### src/rtl/ysyx_2022040010_ifu.sv
// Instruction fetch unit: issues one fetch at a time to instruction memory,
// buffers up to two {pc, inst} pairs and hands them to decode in PC order.
// A redirect from a later stage flushes the buffer and restarts fetch at the
// target; any response still in flight for the old path is discarded.
//
// Ports:
//   clk, rst                  clock, synchronous active-high reset
//   imem_req_valid/ready/addr fetch request channel (word aligned address)
//   imem_rsp_valid/data       fetch response, one per accepted request
//   redirect_valid/pc         single-cycle PC redirect
//   id_valid_o/id_ready_i     handshake with decode
//   pc_o/inst_o               head pair of the buffer (zero when empty)
module ysyx_2022040010_ifu #(
    parameter logic [63:0] RESET_PC  = 64'h0000_0000_8000_0000,
    parameter int unsigned BUF_DEPTH = 2
) (
    input  logic        clk,
    input  logic        rst,
    output logic        imem_req_valid,
    input  logic        imem_req_ready,
    output logic [63:0] imem_req_addr,
    input  logic        imem_rsp_valid,
    input  logic [31:0] imem_rsp_data,
    input  logic        redirect_valid,
    input  logic [63:0] redirect_pc,
    output logic        id_valid_o,
    input  logic        id_ready_i,
    output logic [63:0] pc_o,
    output logic [31:0] inst_o
);

    localparam int unsigned CNT_W = 2;

    typedef enum logic [1:0] {
        S_REQ     = 2'd0,
        S_WAIT    = 2'd1,
        S_DISCARD = 2'd2
    } state_t;

    state_t             r_state;
    state_t             w_state_nxt;
    logic [63:0]        r_fetch_pc;
    logic [63:0]        r_req_pc;
    logic [CNT_W-1:0]   r_count;
    logic [63:0]        r_pc0;
    logic [63:0]        r_pc1;
    logic [31:0]        r_inst0;
    logic [31:0]        r_inst1;

    logic               w_full;
    logic               w_hs;
    logic               w_push;
    logic               w_pop;
    logic [63:0]        w_redirect_tgt;

    assign w_full         = (r_count == CNT_W'(BUF_DEPTH));
    assign w_hs           = imem_req_valid && imem_req_ready;
    // A response that coincides with a redirect belongs to the old path.
    assign w_push         = (r_state == S_WAIT) && imem_rsp_valid && !redirect_valid;
    assign w_pop          = id_valid_o && id_ready_i && !redirect_valid;
    assign w_redirect_tgt = redirect_pc & ~64'h3;

    // State register.
    always_ff @(posedge clk) begin
        if (rst) r_state <= S_REQ;
        else     r_state <= w_state_nxt;
    end

    // Next-state logic; redirects send an outstanding request to DISCARD.
    always_comb begin
        w_state_nxt = r_state;
        case (r_state)
            S_REQ: begin
                if (w_hs) w_state_nxt = redirect_valid ? S_DISCARD : S_WAIT;
            end
            S_WAIT: begin
                if (imem_rsp_valid)      w_state_nxt = S_REQ;
                else if (redirect_valid) w_state_nxt = S_DISCARD;
            end
            S_DISCARD: begin
                if (imem_rsp_valid) w_state_nxt = S_REQ;
            end
            default: w_state_nxt = S_REQ;
        endcase
    end

    // FSM outputs: request only from REQ and only while the buffer has room.
    always_comb begin
        imem_req_valid = 1'b0;
        if ((r_state == S_REQ) && !w_full) imem_req_valid = 1'b1;
    end

    assign imem_req_addr = r_fetch_pc;

    // Fetch PC and the PC of the request in flight.
    always_ff @(posedge clk) begin
        if (rst) begin
            r_fetch_pc <= RESET_PC;
            r_req_pc   <= '0;
        end else begin
            if (w_hs) r_req_pc <= r_fetch_pc;
            if (redirect_valid) r_fetch_pc <= w_redirect_tgt;
            else if (w_hs)      r_fetch_pc <= r_fetch_pc + 64'd4;
        end
    end

    // Two-entry FIFO kept as head (entry 0) and tail (entry 1).
    always_ff @(posedge clk) begin
        if (rst) begin
            r_count <= '0;
            r_pc0   <= '0;
            r_pc1   <= '0;
            r_inst0 <= '0;
            r_inst1 <= '0;
        end else if (redirect_valid) begin
            r_count <= '0;
        end else begin
            case ({w_push, w_pop})
                2'b10: begin
                    if (r_count == 2'd0) begin
                        r_pc0   <= r_req_pc;
                        r_inst0 <= imem_rsp_data;
                    end else begin
                        r_pc1   <= r_req_pc;
                        r_inst1 <= imem_rsp_data;
                    end
                    r_count <= r_count + 2'd1;
                end
                2'b01: begin
                    r_pc0   <= r_pc1;
                    r_inst0 <= r_inst1;
                    r_count <= r_count - 2'd1;
                end
                2'b11: begin
                    if (r_count == 2'd1) begin
                        r_pc0   <= r_req_pc;
                        r_inst0 <= imem_rsp_data;
                    end else begin
                        r_pc0   <= r_pc1;
                        r_inst0 <= r_inst1;
                        r_pc1   <= r_req_pc;
                        r_inst1 <= imem_rsp_data;
                    end
                end
                default: ;
            endcase
        end
    end

    assign id_valid_o = (r_count != 2'd0);
    assign pc_o       = id_valid_o ? r_pc0   : 64'd0;
    assign inst_o     = id_valid_o ? r_inst0 : 32'd0;

endmodule
### config.mk
export PLATFORM = sky130hd
export DESIGN_NAME = ysyx_2022040010_ifu
export DESIGN_NICKNAME = d
export VERILOG_FILES = /design/src/rtl/ysyx_2022040010_ifu.sv
export SDC_FILE = /design/constraint.sdc
export NUM_CORES = 1
export LEC_CHECK = 0
export BUFFER_PORTS_ARGS = -buffer_cell sky130_fd_sc_hd__buf_4
export CORE_MARGIN = 2
export CORE_UTILIZATION = 52
export DETAILED_ROUTE_END_ITERATION = 6
export PLACE_DENSITY = 0.76
export SYNTH_ARGS = -nofsm -noshare
export SYNTH_HDL_FRONTEND = slang
export SYNTH_SLANG_ARGS = --single-unit
### constraint.sdc
create_clock -name clk -period 7.85 [get_ports clk]
set_input_delay 0.3925 -clock clk [delete_from_list [all_inputs] [get_ports clk]]
set_output_delay 0.3925 -clock clk [all_outputs]
set_load 0.02 [all_outputs]
==> Word level (Yosys, flattened, before mapping) <==
Cells that the tools add are included.
{ "classes": {"addsub": 3, "eq_ne": 13, "muxes": 24, "bitwise": 1, "reduce_logical": 19} }
{ "op_table": {"columns": ["operator", "n"], "rows": [
  ["$mux 64", 7],
  ["$pmux 64 s3", 1],
  ["$mux 32", 5],
  ["$pmux 64 s2", 1],
  ["$pmux 32 s3", 1],
  ["$add 64x3->64 const B", 1],
  ["$pmux 32 s2", 1],
  ["$mux 2", 5],
  ["$ne 2x2->1 const B", 5],
  ["$eq 2x2->1 const B", 4],
  ["$reduce_bool 2->1", 4],
  ["$eq 2x1->1 const B", 3],
  ["$logic_and 1x1->1", 6],
  ["$pmux 2 s3", 1],
  ["$reduce_and 3->1", 2],
  ["$logic_not 2->1", 2],
  ["$pmux 2 s2", 1],
  ["$reduce_and 4->1", 1],
  ["$ne 3x3->1 const B", 1],
  ["$reduce_bool 3->1", 1],
  ["$add 2x1->2 const B", 1],
  ["$logic_not 1->1", 2],
  ["$reduce_or 2->1", 1],
  ["$sub 2x1->2 const B", 1],
  ["other kinds (2)", 2]
]} }
{ "totals": {"ff_bits": 324, "input_bits": 102, "output_inout_bits": 162, "word_cells": 69} }

==> Longest topological paths before layout <==
{ "depth": {"word_depth": 7, "depth_mapped": 14, "depth_no_buf": 10} }

==> Worst setup path after synthesis <==
Ideal clock, no wire load.
{ "synth_path": {"path_type": "in2reg", "from": "in redirect_valid", "to": "reg r_inst0[0]", "setup_ns": 0.078, "arrival_ns": 2.761, "required_ns": 7.772, "slack_ns": 5.011, "path_stages": 14, "path_buffers": 6, "path_cell_list": "clkbuf_1 > inv_1 > clkbuf_1 > clkbuf_1 > nand4b_1 > inv_1 > ha_1 > nor2b_1 > or3_1 > clkbuf_1 > clkbuf_1 > clkbuf_1 > a221oi_1 > nor3_1"} }
{ "synth_via": {"elab_chain_len": 5, "word_cells_on_any_way": 11, "cone_classes": "eq/ne: 4; mux: 1; bitwise: 1; reduce/logical: 5"} }
{ "synth_lines": {"columns": ["element", "line_no", "text"], "rows": [
  ["start, declared", "24", "input logic redirect_valid,"],
  ["$logic_not 1->1", "59, 60", null],
  ["$logic_and 1x1->1, on equally long branches", "60, 59", null],
  ["$eq 2x2->1 / $eq 2x1->1 (equally long branches)", "118", "case ({w_push, w_pop})"],
  ["$ne 2x2->1 (no source line) / $reduce_bool 3->1 (equally long branches)", null, null],
  ["$reduce_and 3->1 (no source line)", null, null],
  ["end signal, assigned", "122", "r_inst0 <= imem_rsp_data;"],
  ["end signal, assigned", "131", "r_inst0 <= r_inst1;"],
  ["end signal, assigned", "137", "r_inst0 <= imem_rsp_data;"],
  ["end, declared", "47", "logic [31:0] r_inst0;"]
]} }
Parallel ways exist; a longest one is shown, timed or not.
A chain may end at the register's enable or synchronous reset.

==> Worst setup path in the final report <==
{ "layout_path": {"from": "in redirect_valid", "to": "reg r_inst0[21]"} }
Same word-level chain as after synthesis.

==> flow_summary.yaml <==
status:
  status: "completed"
floorplanning:
  initial_core_util_pct: 52.6
  die_area_um2: 27500
  die_h_um: 166
  die_x_um: 166
  core_area_um2: 25900
  num_rows: 59
  io_pins: 264
timing:
  report.final.hold_viol_count: 0
  final-max-slew-violation-count: 0
  maxSlewHeadroom_pct: 18.7
  setup_tns_ps: 0
  fin_skew_ps: 9.51
  period_share_pct: 48.0
  period_minus_slack_ps: 3770
  rsz0062_at_grt: "no"
  max_freq_mhz: 265
  finalSetupViolCount: 0
  tightestPinTransition_ps: 1220
synth:
  ys_top_cells_by_count: "nand2_1 (363), dfxtp_1 (316), a21oi_1 (179), nor2_1 (156), clkbuf_1 (128)"
  synthMostInstantiatedCell: "nand2_1"
  avgSynthCellArea_um2: 8.02
  synth_seq_area_share_pct: 46.4
  ys_ff_latch: 316
  synth_area_leader_cell: "dfxtp_1"
  yosysUniqueCellTypes: 50
  synthArstFlopShare_pct: 0
  yosys_warnings: 0
  syn_inst: 1700
  synth_edf_count: 0
  synth_area_leaders: "dfxtp_1 (46%), nand2_1 (10%), a21oi_1 (6.6%)"
  yosysTopAreaCellShare_pct: 46.4
  synth_area_um2: 13600
  synth_ff_type: "dfxtp_1"
final_layout:
  nNetsFinal: 1977
  diodes: 0
  final_area_um2: 16700
  regArea_um2: 6330
  layout-drive-gt1-share_pct: 19.0
  areaGrowthSynthToFinish_pct: 22.6
  stdcell_count: 2226
  multi_input_area_um2: 6760
  fillers: 2235
placed_design:
  gp_congestion: 0.871
  dpl.hpwl_um: 24000
  placed_area_um2: 15600
  portBuffers: 257
  dp.cells: 2166
route:
  antenna_left: 0
  drtIter0Drc: 1309
  wl_per_cell_um: 17.7
  vias: 12800
  first_pass_iters: 7
  finalWirelength_um: 39500
  route.detailed.drc: 0
  viasPerCell: 5.75
worst_setup_path:
  r2r_setup_slack_ps: 4390
  cp_slowest_cell: "buf_4"
  cp_common_cell: "buf_4"
  critPathMaxFanout: 83
  critPathRequiredTime_ps: 8260
  cp_data_arrival_time_ps: 4180
  critPathMaxStageDelay_ps: 810
  cp_top_family: "buffers and inverters"
  start_kind: "input pin"
  crit_path_end_kind: "flop"
  crit_chain: "buf_4 -> inv_2 -> buf_4 -> nand4b_1 -> inv_1 -> ha_1 -> a21oi_1 -> nor2_4 -> buf_4 -> a221oi_1 -> nor3_1"
  criticalPathCategory: "in2reg"
  path_buf_inv: 5
clocking:
  postCtsHoldBufs: 0
  cts_root_buf: "clkbuf_16"
  clk_pin_slew_worst_paths_ps: 60
  cts_resized: 0
  cts_setup_buffers: 0
  numClockSinks: 316
  clock_path_buffers: 3
  cts_made_buffers: 34
  htree_num_levels: 2
  insertion_delay_ps: 510
  cts_tree: "built"
power:
  powerDensity_nw_per_um2: 213
  irDropWorstVdd_v: 0.000156
  p_leak_nw: 6.02
global_route:
  grt.total_usage_pct: 27.6
  antenna_found_initial: 0
  first_global_vias: 12100
  grt_max_degree: 167
  grt.overflow.total: 0
  grt_pass1_wl_um: 63100
run:
  cap_viol_max_count: 0
worst_hold_path:
  hp-class: "in2reg"
through the flow:
stage               hold slack (ps)  worst slack (ps)  total power [mW]  util [%]
global route                    125              3750              3.68      64.5
CTS                             103              4090              3.58      64.5
finish                          115              4080              3.57      64.5
global placement                441              3650              2.00      60.2
floorplan                       436              5010              1.88         -
detailed placement              446              3570              2.01      60.2
final cells by class:
type	count	area share, %
Clock buffer	53	6.06
Clock inverter	7	0.554
Inverter	17	0.382
Multi-Input combinational cell	1227	40.4
Sequential cell	316	37.9
Tap cell	335	2.51
Timing Repair Buffer	271	12.2
power breakdown:
part           internal, mW  switching (mW)  total, mW
logic                 0.110           0.161      0.271
registers              1.65          0.0544       1.70
clock network         0.955           0.638       1.59
total                  2.71           0.853       3.57
metal layers:
| metal | track usage (%) | vias up | part of all wire [%] |
|---|---|---|---|
| li1 | - | 6154 | - |
| met1 | 36.7 | 6049 | 42 |
| met2 | 44.8 | 512 | 47 |
| met3 | 5.20 | 91 | 7.5 |
| met4 | 10.1 | 0 | 3.3 |
| met5 | 0 | - | 0 |
cell families (layout without fill, tap and decap cells):
family,after synthesis,after routing,share of synthesized area [%]
flip-flops,316,316,46.4
AND/OR/NAND/NOR,825,825,28.3
AO/OA/AOI/OAI,320,320,15.3
XOR/XNOR,58,58,3.73
buffers and inverters,160,348,4.56
multiplexers,12,12,0.881
adder cells (fa/ha/maj),8,8,0.734
other,1,4,0.0275
worst paths after layout:
kind | from | end | cells past startpoint
max | redirect_valid | r_inst0[21] | 11
min | redirect_pc[6] | imem_req_addr[6] | 3
max reg2reg | r_count[0] | imem_req_addr[42] | 8
min reg2reg | r_inst1[1] | r_inst1[1] | 2
state kept, by name, indices dropped and copies added (netlist names):
| name | flops |
|---|---|
| r_inst0 | 32 |
| imem_req_addr | 62 |
| r_count | 2 |
| r_state | 2 |
| r_pc1 | 62 |
| r_inst1 | 32 |
| r_pc0 | 62 |
| r_req_pc | 62 |
worst reg2reg max path, delay by kind of cell (launching register included):
family                   cells  cell delay [ps]
AO/OA/AOI/OAI                1              220
XOR/XNOR                     1               90
adder cells (fa/ha/maj)      1              250
buffers and inverters        1              100
flip-flops                   1              370
AND/OR/NAND/NOR              4             2340
layout by cell type (no fill, tap or decap), drive strengths merged, types with 8 or more instances in the layout:
cell | netlist | layout
ha | 8 | 8
nor2b | 96 | 96
clkbuf | 128 | 53
mux2i | 12 | 12
nor4 | 14 | 14
a211oi | 28 | 28
a21oi | 179 | 179
inv | 17 | 18
nor3 | 121 | 121
a221oi | 94 | 94
xor2 | 16 | 16
nand2 | 363 | 363
xnor2 | 42 | 42
buf | 15 | 271
nor2 | 158 | 158
nand3 | 18 | 18
dfxtp | 316 | 316
nand4 | 26 | 26
Note: power is estimated with default switching activity, not from simulation.
